<file path="config.mk">
export PLATFORM = sky130hd
export DESIGN_NAME = alu_issue
export DESIGN_NICKNAME = d
export VERILOG_FILES = /design/src/rtl/alu_issue.sv
export SDC_FILE = /design/constraint.sdc
export NUM_CORES = 1
export LEC_CHECK = 0
export ABC_AREA = 1
export BUFFER_PORTS_ARGS = -buffer_cell sky130_fd_sc_hd__buf_2
export CAP_MARGIN = 15
export CELL_PAD_IN_SITES_DETAIL_PLACEMENT = 0
export CELL_PAD_IN_SITES_GLOBAL_PLACEMENT = 1
export CORE_MARGIN = 1
export CORE_UTILIZATION = 40
export CTS_CLUSTER_DIAMETER = 150
export DETAILED_ROUTE_END_ITERATION = 6
export GPL_TIMING_DRIVEN = 1
export MAX_ROUTING_LAYER = met4
export PLACE_DENSITY = 0.86
export SYNTH_ARGS = -nofsm -noshare
export SYNTH_HDL_FRONTEND = slang
export SYNTH_SLANG_ARGS = --single-unit
</file>
<file path="constraint.sdc">
create_clock -name clk -period 4.4 [get_ports clk]
set_input_delay 0 -clock clk [delete_from_list [all_inputs] [get_ports clk]]
set_output_delay 0 -clock clk [all_outputs]
set_load 0.005 [all_outputs]
</file>
<file path="src/rtl/alu_issue.sv">
// alu_issue: decode-and-issue stage feeding the ALU.
// Decodes RV32I OP / OP-IMM / LUI / AUIPC on the input side and stores the
// decoded bundle in a 2-entry skid buffer. Slot 0 is always the head, so every
// bundle output comes straight from a flop.
module alu_issue #(
  parameter int XLEN  = 32,
  parameter int DEPTH = 2
) (
  input  logic            clk,
  input  logic            rst,
  input  logic            flush,
  input  logic            in_valid,
  output logic            in_ready,
  input  logic [XLEN-1:0] instr,
  input  logic [XLEN-1:0] pc,
  input  logic [XLEN-1:0] rs1_data,
  input  logic [XLEN-1:0] rs2_data,
  output logic            out_valid,
  input  logic            out_ready,
  output logic [XLEN-1:0] opa,
  output logic [XLEN-1:0] opb,
  output logic [3:0]      alu_op,
  output logic [4:0]      rd,
  output logic            rd_we,
  output logic            illegal
);

  localparam logic [3:0] ALU_ADD  = 4'd0;
  localparam logic [3:0] ALU_SUB  = 4'd1;
  localparam logic [3:0] ALU_XOR  = 4'd2;
  localparam logic [3:0] ALU_OR   = 4'd3;
  localparam logic [3:0] ALU_AND  = 4'd4;
  localparam logic [3:0] ALU_SLL  = 4'd5;
  localparam logic [3:0] ALU_SRL  = 4'd6;
  localparam logic [3:0] ALU_SRA  = 4'd7;
  localparam logic [3:0] ALU_SLT  = 4'd8;
  localparam logic [3:0] ALU_SLTU = 4'd9;
  localparam logic [3:0] ALU_PASS = 4'd10;

  localparam logic [6:0] OPC_OP     = 7'b0110011;
  localparam logic [6:0] OPC_OPIMM  = 7'b0010011;
  localparam logic [6:0] OPC_LUI    = 7'b0110111;
  localparam logic [6:0] OPC_AUIPC  = 7'b0010111;
  localparam logic [6:0] F7_ZERO    = 7'b0000000;
  localparam logic [6:0] F7_ALT     = 7'b0100000;

  // Bundle layout: {opa, opb, alu_op, rd, rd_we, illegal}
  localparam int BW = 2 * XLEN + 4 + 5 + 1 + 1;
  localparam logic [BW-1:0] BUNDLE_RST = '0;  // ADD encodes as 0
  localparam logic [1:0] CNT_FULL = DEPTH[1:0];

  logic [1:0]    count_q, count_d;
  logic [BW-1:0] slot0_q, slot0_d;
  logic [BW-1:0] slot1_q, slot1_d;
  logic [BW-1:0] dec_s;
  logic          push_s, pop_s;

  logic [6:0]      opc_s, f7_s;
  logic [2:0]      f3_s;
  logic [3:0]      dop_s;
  logic [XLEN-1:0] da_s, db_s;
  logic            dill_s, dwe_s;
  logic            unused_instr_s;

  assign opc_s = instr[6:0];
  assign f3_s  = instr[14:12];
  assign f7_s  = instr[31:25];
  // rs1/rs2 index fields arrive already resolved as rs1_data/rs2_data.
  assign unused_instr_s = ^instr[19:15];

  // Decode the incoming instruction into the ALU bundle.
  always_comb begin
    dop_s  = ALU_ADD;
    da_s   = '0;
    db_s   = '0;
    dill_s = 1'b0;
    case (opc_s)
      OPC_OP, OPC_OPIMM: begin
        da_s = rs1_data;
        if (opc_s == OPC_OP) begin
          db_s = rs2_data;
        end else if (f3_s == 3'b001 || f3_s == 3'b101) begin
          db_s = {27'b0, instr[24:20]};
        end else begin
          db_s = {{20{instr[31]}}, instr[31:20]};
        end
        case (f3_s)
          3'b000: begin
            if (opc_s == OPC_OPIMM || f7_s == F7_ZERO) dop_s = ALU_ADD;
            else if (f7_s == F7_ALT) dop_s = ALU_SUB;
            else dill_s = 1'b1;
          end
          3'b001: begin
            if (f7_s == F7_ZERO) dop_s = ALU_SLL;
            else dill_s = 1'b1;
          end
          3'b101: begin
            if (f7_s == F7_ZERO) dop_s = ALU_SRL;
            else if (f7_s == F7_ALT) dop_s = ALU_SRA;
            else dill_s = 1'b1;
          end
          3'b010, 3'b011, 3'b100, 3'b110, 3'b111: begin
            case (f3_s)
              3'b010:  dop_s = ALU_SLT;
              3'b011:  dop_s = ALU_SLTU;
              3'b100:  dop_s = ALU_XOR;
              3'b110:  dop_s = ALU_OR;
              default: dop_s = ALU_AND;
            endcase
            // Immediate forms have no funct7 field to police.
            if (opc_s == OPC_OP && f7_s != F7_ZERO) dill_s = 1'b1;
            else dill_s = 1'b0;
          end
          default: dill_s = 1'b1;
        endcase
      end
      OPC_LUI: begin
        dop_s = ALU_PASS;
        db_s  = {instr[31:12], 12'b0};
      end
      OPC_AUIPC: begin
        dop_s = ALU_ADD;
        da_s  = pc;
        db_s  = {instr[31:12], 12'b0};
      end
      default: dill_s = 1'b1;
    endcase
    // Illegal encodings still issue, but as a harmless ADD 0,0 with no write-back.
    if (dill_s) begin
      dop_s = ALU_ADD;
      da_s  = '0;
      db_s  = '0;
    end else begin
      dop_s = dop_s;
    end
    dwe_s = !dill_s && (instr[11:7] != 5'd0);
  end

  assign dec_s = {da_s, db_s, dop_s, instr[11:7], dwe_s, dill_s};

  assign in_ready  = (count_q != CNT_FULL);
  assign out_valid = (count_q != 2'd0);
  assign push_s    = in_valid && in_ready && !flush;
  assign pop_s     = out_valid && out_ready && !flush;

  // Skid buffer next state: slot 0 is the head, slot 1 the tail when full.
  always_comb begin
    count_d = count_q;
    slot0_d = slot0_q;
    slot1_d = slot1_q;
    if (flush) begin
      count_d = 2'd0;
    end else begin
      case (count_q)
        2'd0: begin
          if (push_s) begin
            slot0_d = dec_s;
            count_d = 2'd1;
          end else begin
            count_d = 2'd0;
          end
        end
        2'd1: begin
          if (push_s && pop_s) begin
            slot0_d = dec_s;
          end else if (push_s) begin
            slot1_d = dec_s;
            count_d = 2'd2;
          end else if (pop_s) begin
            count_d = 2'd0;
          end else begin
            count_d = 2'd1;
          end
        end
        2'd2: begin
          if (pop_s) begin
            slot0_d = slot1_q;
            count_d = 2'd1;
          end else begin
            count_d = 2'd2;
          end
        end
        default: count_d = 2'd0;
      endcase
    end
  end

  // State registers with synchronous reset.
  always_ff @(posedge clk) begin
    if (rst) begin
      count_q <= 2'd0;
      slot0_q <= BUNDLE_RST;
      slot1_q <= BUNDLE_RST;
    end else begin
      count_q <= count_d;
      slot0_q <= slot0_d;
      slot1_q <= slot1_d;
    end
  end

  assign opa     = slot0_q[BW-1 -: XLEN];
  assign opb     = slot0_q[BW-1-XLEN -: XLEN];
  assign alu_op  = slot0_q[10:7];
  assign rd      = slot0_q[6:2];
  assign rd_we   = slot0_q[1];
  assign illegal = slot0_q[0];

endmodule

</file>
# Word-level counts from Yosys, hierarchy flattened
# Cells that the tools add are included.
[word_totals] ff_bits=152 out_inout_bits=77
[op_classes] reduce_logical=24 n_eq_ne=19 bitwise=2 muxes=32
[ops] op="75-bit two-way mux" n=3
[ops] op="75-bit one-hot mux with 3 select lines" n=1
[ops] op="32-bit two-way mux" n=4
[ops] op="32-bit one-hot mux with 2 select lines" n=2
[ops] op="4-bit one-hot mux with 4 select lines" n=2
[ops] op="7-bit by 6-bit == test with 1-bit output (second input constant)" n=3
[ops] op="7-bit by 5-bit == test with 1-bit output (second input constant)" n=2
[ops] op="3-bit == test (second input constant)" n=4
[ops] op="2-bit != test (second input constant)" n=5
[ops] op="1-bit two-way mux" n=9
[ops] op="3-bit two-way mux" n=3
[ops] op="4-bit one-hot mux with 2 select lines" n=1
[ops] op="1-bit logical AND" n=7
[ops] op="7-bit zero test" n=1
[ops] op="7-bit nonzero test" n=1
[ops] op="3-bit by 2-bit == test with 1-bit output (second input constant)" n=2
[ops] op="2-bit two-way mux" n=3
[ops] op="2-bit one-hot mux with 3 select lines" n=1
[ops] op="2-bit OR reduction" n=3
[ops] op="5-bit AND reduction" n=1
[ops] op="5-bit nonzero test" n=1
[ops] op="5-bit OR reduction" n=1
[ops] op="4-bit two-way mux" n=1
[ops] op="1-bit one-hot mux with 4 select lines" n=1
[ops] op="other kinds (12)" n=15

# Logic depth before layout (Yosys ltp)
# Gate-level depths: netlist of run 1.
[logic_depth] ltp_word=9 mapped_depth=12 depth_no_buf=11

# Worst setup path before layout of run 1
# OpenSTA, ideal clock, no wires.
[synth_timing] path_type="register -> register" startpoint="register count_q[0]" endpoint="register slot1_q[14]" n_path_buf=2 required_time_ns=4.272 path_stages_with_launch=9 arrival_time_ns=1.430 setup_slack_ns=2.841 setup_ns=0.128 path_cell_list="dfxtp_1 > nor2_1 > nor2_1 > inv_1 > nand3_1 > inv_2 > buf_2 > clkbuf_1 > a21oi_1"
[synth_via] elab_chain_cells=6
[synth_rtl] element="from (decl)" line_no="52" rtl="logic [1:0] count_q, count_d;"
[synth_rtl] element="from (signal assigned)" line_no="195" rtl="count_q <= count_d;"
[synth_rtl] element="2-bit != test or 2-bit nonzero test (tied branches)" line_no="141, 142"
[synth_rtl] element="1-bit logical AND (on tied branches) (2 in a row)" line_no="143, 144"
[synth_rtl] element="1-bit logical AND" line_no="164" rtl="if (push_s && pop_s) begin"
[synth_rtl] element="1-bit NOT (no source line)"
[synth_rtl] element="4-bit AND reduction (no source line) *"
[synth_rtl] element="to (signal assigned)" line_no="197" rtl="slot1_q <= slot1_d;"
[synth_rtl] element="to (decl)" line_no="54" rtl="logic [BW-1:0] slot1_q, slot1_d;"
# Mark *: on every way between the ends. The rest lies on a longest branch, timed or not.
# A chain may end at the register's enable or synchronous reset.

# Final worst setup path of run 1
[layout_timing] startpoint="register count_q[0]" endpoint="register slot1_q[31]"
# The elaborated chain is that of the path after synthesis.

==> results of run 1 <==
-- routing by layer --
metal  GRT usage  wire [um]
met1       0.344      11800
met2       0.389      11900
met3      0.0454       1310
met4      0.0986        552
met5           -          0
-- registers in the layout (all words and copies together) (netlist names) --
register,flops
slot0_q,75
slot1_q,75
count_q,2
-- worst max path at each step --
stage,startpoint,endpoint,slack [ps]
finish,count_q[0]$_SDFFE_PP0P_,slot1_q[31]$_SDFFE_PP0P_,1370
global route,count_q[0]$_SDFFE_PP0P_,slot1_q[21]$_SDFFE_PP0P_,970
CTS,count_q[0]$_SDFFE_PP0P_,slot1_q[31]$_SDFFE_PP0P_,1360
detailed placement,count_q[0]$_SDFFE_PP0P_,slot1_q[40]$_SDFFE_PP0P_,1410
global placement,count_q[0]$_SDFFE_PP0P_,slot1_q[36]$_SDFFE_PP0P_,1440
floorplan,count_q[0]$_SDFFE_PP0P_,slot1_q[14]$_SDFFE_PP0P_,2840
-- synthesized netlist by cell type, drive strengths merged --
| cell | count |
|---|---|
| clkinv | 1 |
| buf | 52 |
| nor2 | 35 |
| or2 | 20 |
| o31ai | 2 |
| clkbuf | 60 |
| a21oi | 230 |
| inv | 107 |
| nor2b | 1 |
| dfxtp | 152 |
| nand3 | 113 |
| nand2 | 316 |
| nand4 | 67 |
| o21ai | 95 |
| nor3 | 4 |
-- power breakdown --
part	internal, mW	switching, mW
Combinational	0.176	0.213
Sequential	1.43	0.0287
Clock	0.896	0.621
-- cell type report --
cell class / count / area (sq um) / share of cell area
Inverter: 108 / 409 / 0.0386
Timing Repair Buffer: 308 / 2030 / 0.192
Antenna cell: 6 / 15.0 / 0.00142
Sequential cell: 152 / 3040 / 0.287
Multi-Input combinational cell: 883 / 4160 / 0.392
Clock inverter: 14 / 174 / 0.0164
Tap cell: 265 / 332 / 0.0313
Clock buffer: 18 / 429 / 0.0405
-- per-stage QoR --
| step | hold slack (ps) | power (mW) | cell area, sq um |
|---|---|---|---|
| 5_1_grt | 14.0 | 3.51 | 10600 |
| 2_1_floorplan | 160 | 1.68 | 8090 |
| 3_5_place_dp | 321 | 1.83 | 9090 |
| 4_1_cts | 0.120 | 3.39 | 10500 |
| 6_report | 9.93 | 3.37 | 10600 |
| 3_3_place_gp | 318 | 1.83 | 9090 |
-- cell families after synthesis --
| logic type | count (synthesis) |
|---|---|
| simple gates | 556 |
| compound gates | 327 |
| flops | 152 |
| buf+inv | 220 |
-- critical path, cell delays in order, from the launching register on --
cell and delay (ps):
dfxtp_1 420, nor2_1 120, nor2_1 210, inv_1 100
nand3_1 380, clkinv_2 780, buf_4 540, o21ai_0 250
a21oi_1 70
-- what timing repair did --
| item | in CTS | in global routing |
|---|---|---|
| endpoints found under the hold margin | 92 | 0 |
| hold buffers | 85 | 0 |
| endpoints found under the setup margin | 0 | 0 |
==> qor.txt, run 1 <==
status -> completed
non-filler cells, final -> 1754
antenna-violating nets left -> 0
total global routing overflow -> 0
port bufs -> 209
Die Y -> 144 um
GPL Wtd Cong -> 0.831
post-synthesis mux area share -> 0
hold endpoint -> slot1_q[13]$_SDFFE_PP0P_
hold_sp -> rs2_data[2]
total wire length -> 25600 um
commonest non-fill, non-tap cell in the layout -> nand2_1
top cell type's share of synthesized area -> 0.376
Mapped Cells -> 1255
Mean Syn Cell Area -> 6.45 sq um
most frequent cells in the layout -> 315 x nand2_1, 230 x a21oi_1, 209 x buf_2, 152 x dfxtp_1, 113 x nand3_1
nets -> 1603
Syn Nets -> 1388
width of the die -> 144 um
leakage -> 4.99 nW
max-cap violations -> 0
first-pass GRT wire length -> 41100 um
drt drc -> 0
num rows -> 51
DR WL/cell -> 14.6 um
crit path kind -> flop to flop
Ys Warns -> 0
post-synth top area cell -> dfxtp_1
required time worst endpoint -> 4700 ps
Final Cycle Share -> 0.688
Worst Hold Class -> input port to flop
clock-pin slew on the worst setup and hold paths -> 70 ps
Seq cells post-synth -> 152
Die Area -> 20800 sq um
Synth Cell Area -> 8090 sq um
Setup-failing EPs final -> 0
DP Worst Slack -> 1410 ps
Least-Margin Pin Slew -> 1000 ps
sequential cell area fraction in the yosys report -> 0.376
Setup crit end kind -> flop
RSZ-0062 raised after global routing -> no
Critical R2R Launch -> count_q[0]$_SDFFE_PP0P_
CTS Buf Count -> 17
Max clock buf depth -> 2
dpl cells -> 1629
Fin Setup TNS -> 0 ps
crit path max fanout -> 71
via count -> 9028
Worst EP arrival -> 3330 ps
setup repair bufs after CTS -> 0
Synth Area in Simple Gates -> 0.307
final worst setup slack -> 1370 ps
f_max -> 331 MHz
Util after Layout -> 0.539
Skew-Pair Late Insertion Delay -> 430 ps
adder-cell area share of the yosys netlist -> 0
synth top area cells -> dfxtp_1 38%, nand2_1 15%, a21oi_1 14%, nand3_1 7.0%, o21ai_0 5.4%
Post-Synth XOR/XNOR Area -> 0
final hold violation count -> 0
dpl hpwl -> 15200 um
relative slew slack -> 0.330
I/O Pins -> 210
Resized Gates After CTS -> 0
largest net degree at the start of global routing -> 106
Final Max Tran Viols -> 0
r2r setup slk -> 1370 ps
core area -> 19700 sq um
Hold Path Depth -> 5
initial antenna violation count -> 6
Starting DRT DRC Count -> 637
vias in the first global route -> 8001
# clock sinks -> 152
layout cell share with drive strength beyond 1 -> 0.194
worst clock skew -> 8.50 ps
Overall Global Routing Usage -> 0.259
pwr dens -> 318 nW/um^2
Worst setup SP type -> flop
area delta synth->final -> 30.9%
reg-to-reg endpoint -> slot1_q[31]$_SDFFE_PP0P_
main combinational cell family by area after synthesis -> simple AND/OR/NAND/NOR gates
fillers -> 2010
Period minus WS final -> 3030 ps
CTS tree -> yes
Worst R2R Path Depth -> 8
Max IR drop VDD -> 251 uV
CTS HTree Levels -> 4
Synth Area in Compound Gates -> 0.203
Netlist cell types -> 24
root buffer cell -> clkbuf_16
First-pass DRT Iterations -> 5
vias per cell -> 5.15
Initial Utilization -> 0.412
No activity file was read; power rests on OpenSTA's default activity.
==> inputs of run 2 (changes only) <==
--- a/config.mk
+++ b/config.mk
@@ -11,12 +11,12 @@
 export CELL_PAD_IN_SITES_DETAIL_PLACEMENT = 0
 export CELL_PAD_IN_SITES_GLOBAL_PLACEMENT = 1
 export CORE_MARGIN = 1
-export CORE_UTILIZATION = 40
+export CORE_UTILIZATION = 37
 export CTS_CLUSTER_DIAMETER = 150
 export DETAILED_ROUTE_END_ITERATION = 6
 export GPL_TIMING_DRIVEN = 1
 export MAX_ROUTING_LAYER = met4
-export PLACE_DENSITY = 0.86
+export PLACE_DENSITY = 0.8
 export SYNTH_ARGS = -nofsm -noshare
 export SYNTH_HDL_FRONTEND = slang
 export SYNTH_SLANG_ARGS = --single-unit
==> constraint.sdc (replaced) <==
create_clock -name clk -period 3 [get_ports clk]
set_input_delay 0 -clock clk [delete_from_list [all_inputs] [get_ports clk]]
set_output_delay 0 -clock clk [all_outputs]
set_load 0.005 [all_outputs]
==> qor.txt, run 2 (synthesized netlist as in run 1, its figures left out) <==
First-pass DRT Iterations -> 5 (unchanged)
# clock sinks -> 152 (unchanged)
initial antenna violation count -> 6 (unchanged)
f_max -> 447 MHz (was 331 MHz)
clock-pin slew on the worst setup and hold paths -> 60 ps (was 70 ps)
total global routing overflow -> 0 (unchanged)
crit path kind -> flop to flop (unchanged)
port bufs -> 209 (unchanged)
largest net degree at the start of global routing -> 140 (was 106)
pwr dens -> 464 nW/um^2 (was 318 nW/um^2)
CTS HTree Levels -> 4 (unchanged)
drt drc -> 0 (unchanged)
fillers -> 2207 (was 2010)
CTS tree -> yes (unchanged)
via count -> 8895 (was 9028)
relative slew slack -> 0.309 (was 0.330)
core area -> 21200 sq um (was 19700 sq um)
Util after Layout -> 0.500 (was 0.539)
reg-to-reg endpoint -> slot1_q[15]$_SDFFE_PP0P_ (was slot1_q[31]$_SDFFE_PP0P_)
CTS Buf Count -> 17 (unchanged)
Least-Margin Pin Slew -> 1040 ps (was 1000 ps)
Final Max Tran Viols -> 0 (unchanged)
Period minus WS final -> 2240 ps (was 3030 ps)
Worst setup SP type -> flop (unchanged)
Skew-Pair Late Insertion Delay -> 420 ps (was 430 ps)
Setup-failing EPs final -> 0 (unchanged)
worst clock skew -> 6.08 ps (was 8.50 ps)
first-pass GRT wire length -> 41100 um (about the same)
final hold violation count -> 0 (unchanged)
Critical R2R Launch -> count_q[0]$_SDFFE_PP0P_ (unchanged)
most frequent cells in the layout -> 315 x nand2_1, 230 x a21oi_1, 209 x buf_2, 152 x dfxtp_1, 113 x nand3_1 (unchanged)
multi-input logic area -> 4160 sq um (unchanged)
total wire length -> 25400 um (was 25600 um)
I/O Pins -> 210 (unchanged)
Worst R2R Path Depth -> 8 (unchanged)
Max IR drop VDD -> 314 uV (was 251 uV)
Die Area -> 22500 sq um (was 20800 sq um)
Overall Global Routing Usage -> 0.236 (was 0.259)
Hold Path Depth -> 5 (unchanged)
root buffer cell -> clkbuf_16 (unchanged)
setup repair bufs after CTS -> 0 (unchanged)
area delta synth->final -> 31.2% (was 30.9%)
DR WL/cell -> 14.4 um (was 14.6 um)
max-cap violations -> 0 (unchanged)
required time worst endpoint -> 3280 ps (was 4700 ps)
Starting DRT DRC Count -> 578 (was 637)
status -> completed (unchanged)
leakage -> 4.99 nW (about the same)
RSZ-0062 raised after global routing -> no (unchanged)
GPL Wtd Cong -> 0.884 (was 0.831)
num rows -> 53 (was 51)
Fin Setup TNS -> 0 ps (unchanged)
Initial Utilization -> 0.381 (was 0.412)
nets -> 1600 (was 1603)
Largest regs -> slot0_q: 75 flops, slot1_q: 75 flops, count_q: 2 flops (unchanged)
commonest non-fill, non-tap cell in the layout -> nand2_1 (unchanged)
antenna-violating nets left -> 0 (unchanged)
Worst EP arrival -> 2520 ps (was 3330 ps)
vias per cell -> 5.05 (was 5.15)
Max clock buf depth -> 2 (unchanged)
Die Y -> 150 um (was 144 um)
dpl hpwl -> 15200 um (about the same)
hold endpoint -> slot1_q[66]$_SDFFE_PP0P_ (was slot1_q[13]$_SDFFE_PP0P_)
hold_sp -> pc[23] (was rs2_data[2])
vias in the first global route -> 8019 (was 8001)
crit path max fanout -> 139 (was 71)
width of the die -> 150 um (was 144 um)
Final Cycle Share -> 0.745 (was 0.688)
register area -> 3040 sq um (unchanged)
Setup crit end kind -> flop (unchanged)
r2r setup slk -> 760 ps (was 1370 ps)
Worst Hold Class -> input port to flop (unchanged)
layout cell share with drive strength beyond 1 -> 0.197 (was 0.194)
-- run 2: worst max path at each step --
stage                                 start                        to  slack (ps)  depth (start not counted)
floorplan           count_q[0]$_SDFFE_PP0P_  slot1_q[14]$_SDFFE_PP0P_        1440                          8
global placement                   instr[6]  slot0_q[22]$_SDFFE_PP0P_         940                         10
detailed placement  count_q[0]$_SDFFE_PP0P_  slot1_q[66]$_SDFFE_PP0P_         880                          8
CTS                                instr[3]  slot0_q[66]$_SDFFE_PP0P_         870                         12
global route        count_q[0]$_SDFFE_PP0P_  slot1_q[57]$_SDFFE_PP0P_         550                          8
finish              count_q[0]$_SDFFE_PP0P_  slot1_q[15]$_SDFFE_PP0P_         760                          8
-- run 2: per-stage QoR --
stage / cell area, sq um / instances / hold WS [ps] / total power, mW / worst slack (ps)
2_1_floorplan: 8090 / 1255 / 160 / 2.47 / 1440
3_5_place_dp: 9190 / 1643 / 323 / 2.70 / 884
3_3_place_gp: 9190 / 1643 / 320 / 2.70 / 939
5_1_grt: 10600 / 1761 / 17.4 / 5.16 / 548
4_1_cts: 10600 / 1755 / 0.734 / 4.97 / 870
6_report: 10600 / 1761 / 10.3 / 4.93 / 765
-- run 2: worst max-delay path, stage by stage, from the launching register on --
cell	delay [ps]
dfxtp_1	410
nor2_1	110
nor2_1	190
inv_1	90
nand3_1	360
clkinv_2	140
buf_12	210
o21ai_0	330
a21oi_1	70
-- run 2: power by group --
| group | leakage (nW) | internal, mW | switching (mW) |
|---|---|---|---|
| Clock | 0.278 | 1.30 | 0.915 |
| Sequential | 1.24 | 2.10 | 0.0419 |
| Combinational | 3.48 | 0.258 | 0.313 |
| Total | 4.99 | 3.66 | 1.27 |
-- run 2: cell type report --
class	instances	share of cell area
multi-input cells	883	0.392
flip-flops and latches	152	0.287
repair buffers	305	0.192
clock buffers	20	0.0440
inverters	108	0.0385
well taps	275	0.0324
clock inverters	12	0.0132
diodes	6	0.00141
-- run 2: per-layer routing --
metal,global-route usage,up-vias,part of all wire
met1,0.324,4023,0.48
met2,0.349,248,0.46
li1,-,4599,-
met3,0.0369,25,0.044
met5,-,-,0
met4,0.0838,0,0.015
-- run 2: timing repair --
action                                 in CTS  in global routing
endpoints found under the hold margin      89                  0
gates resized for setup                     0                  0
hold buffers                               80                  0
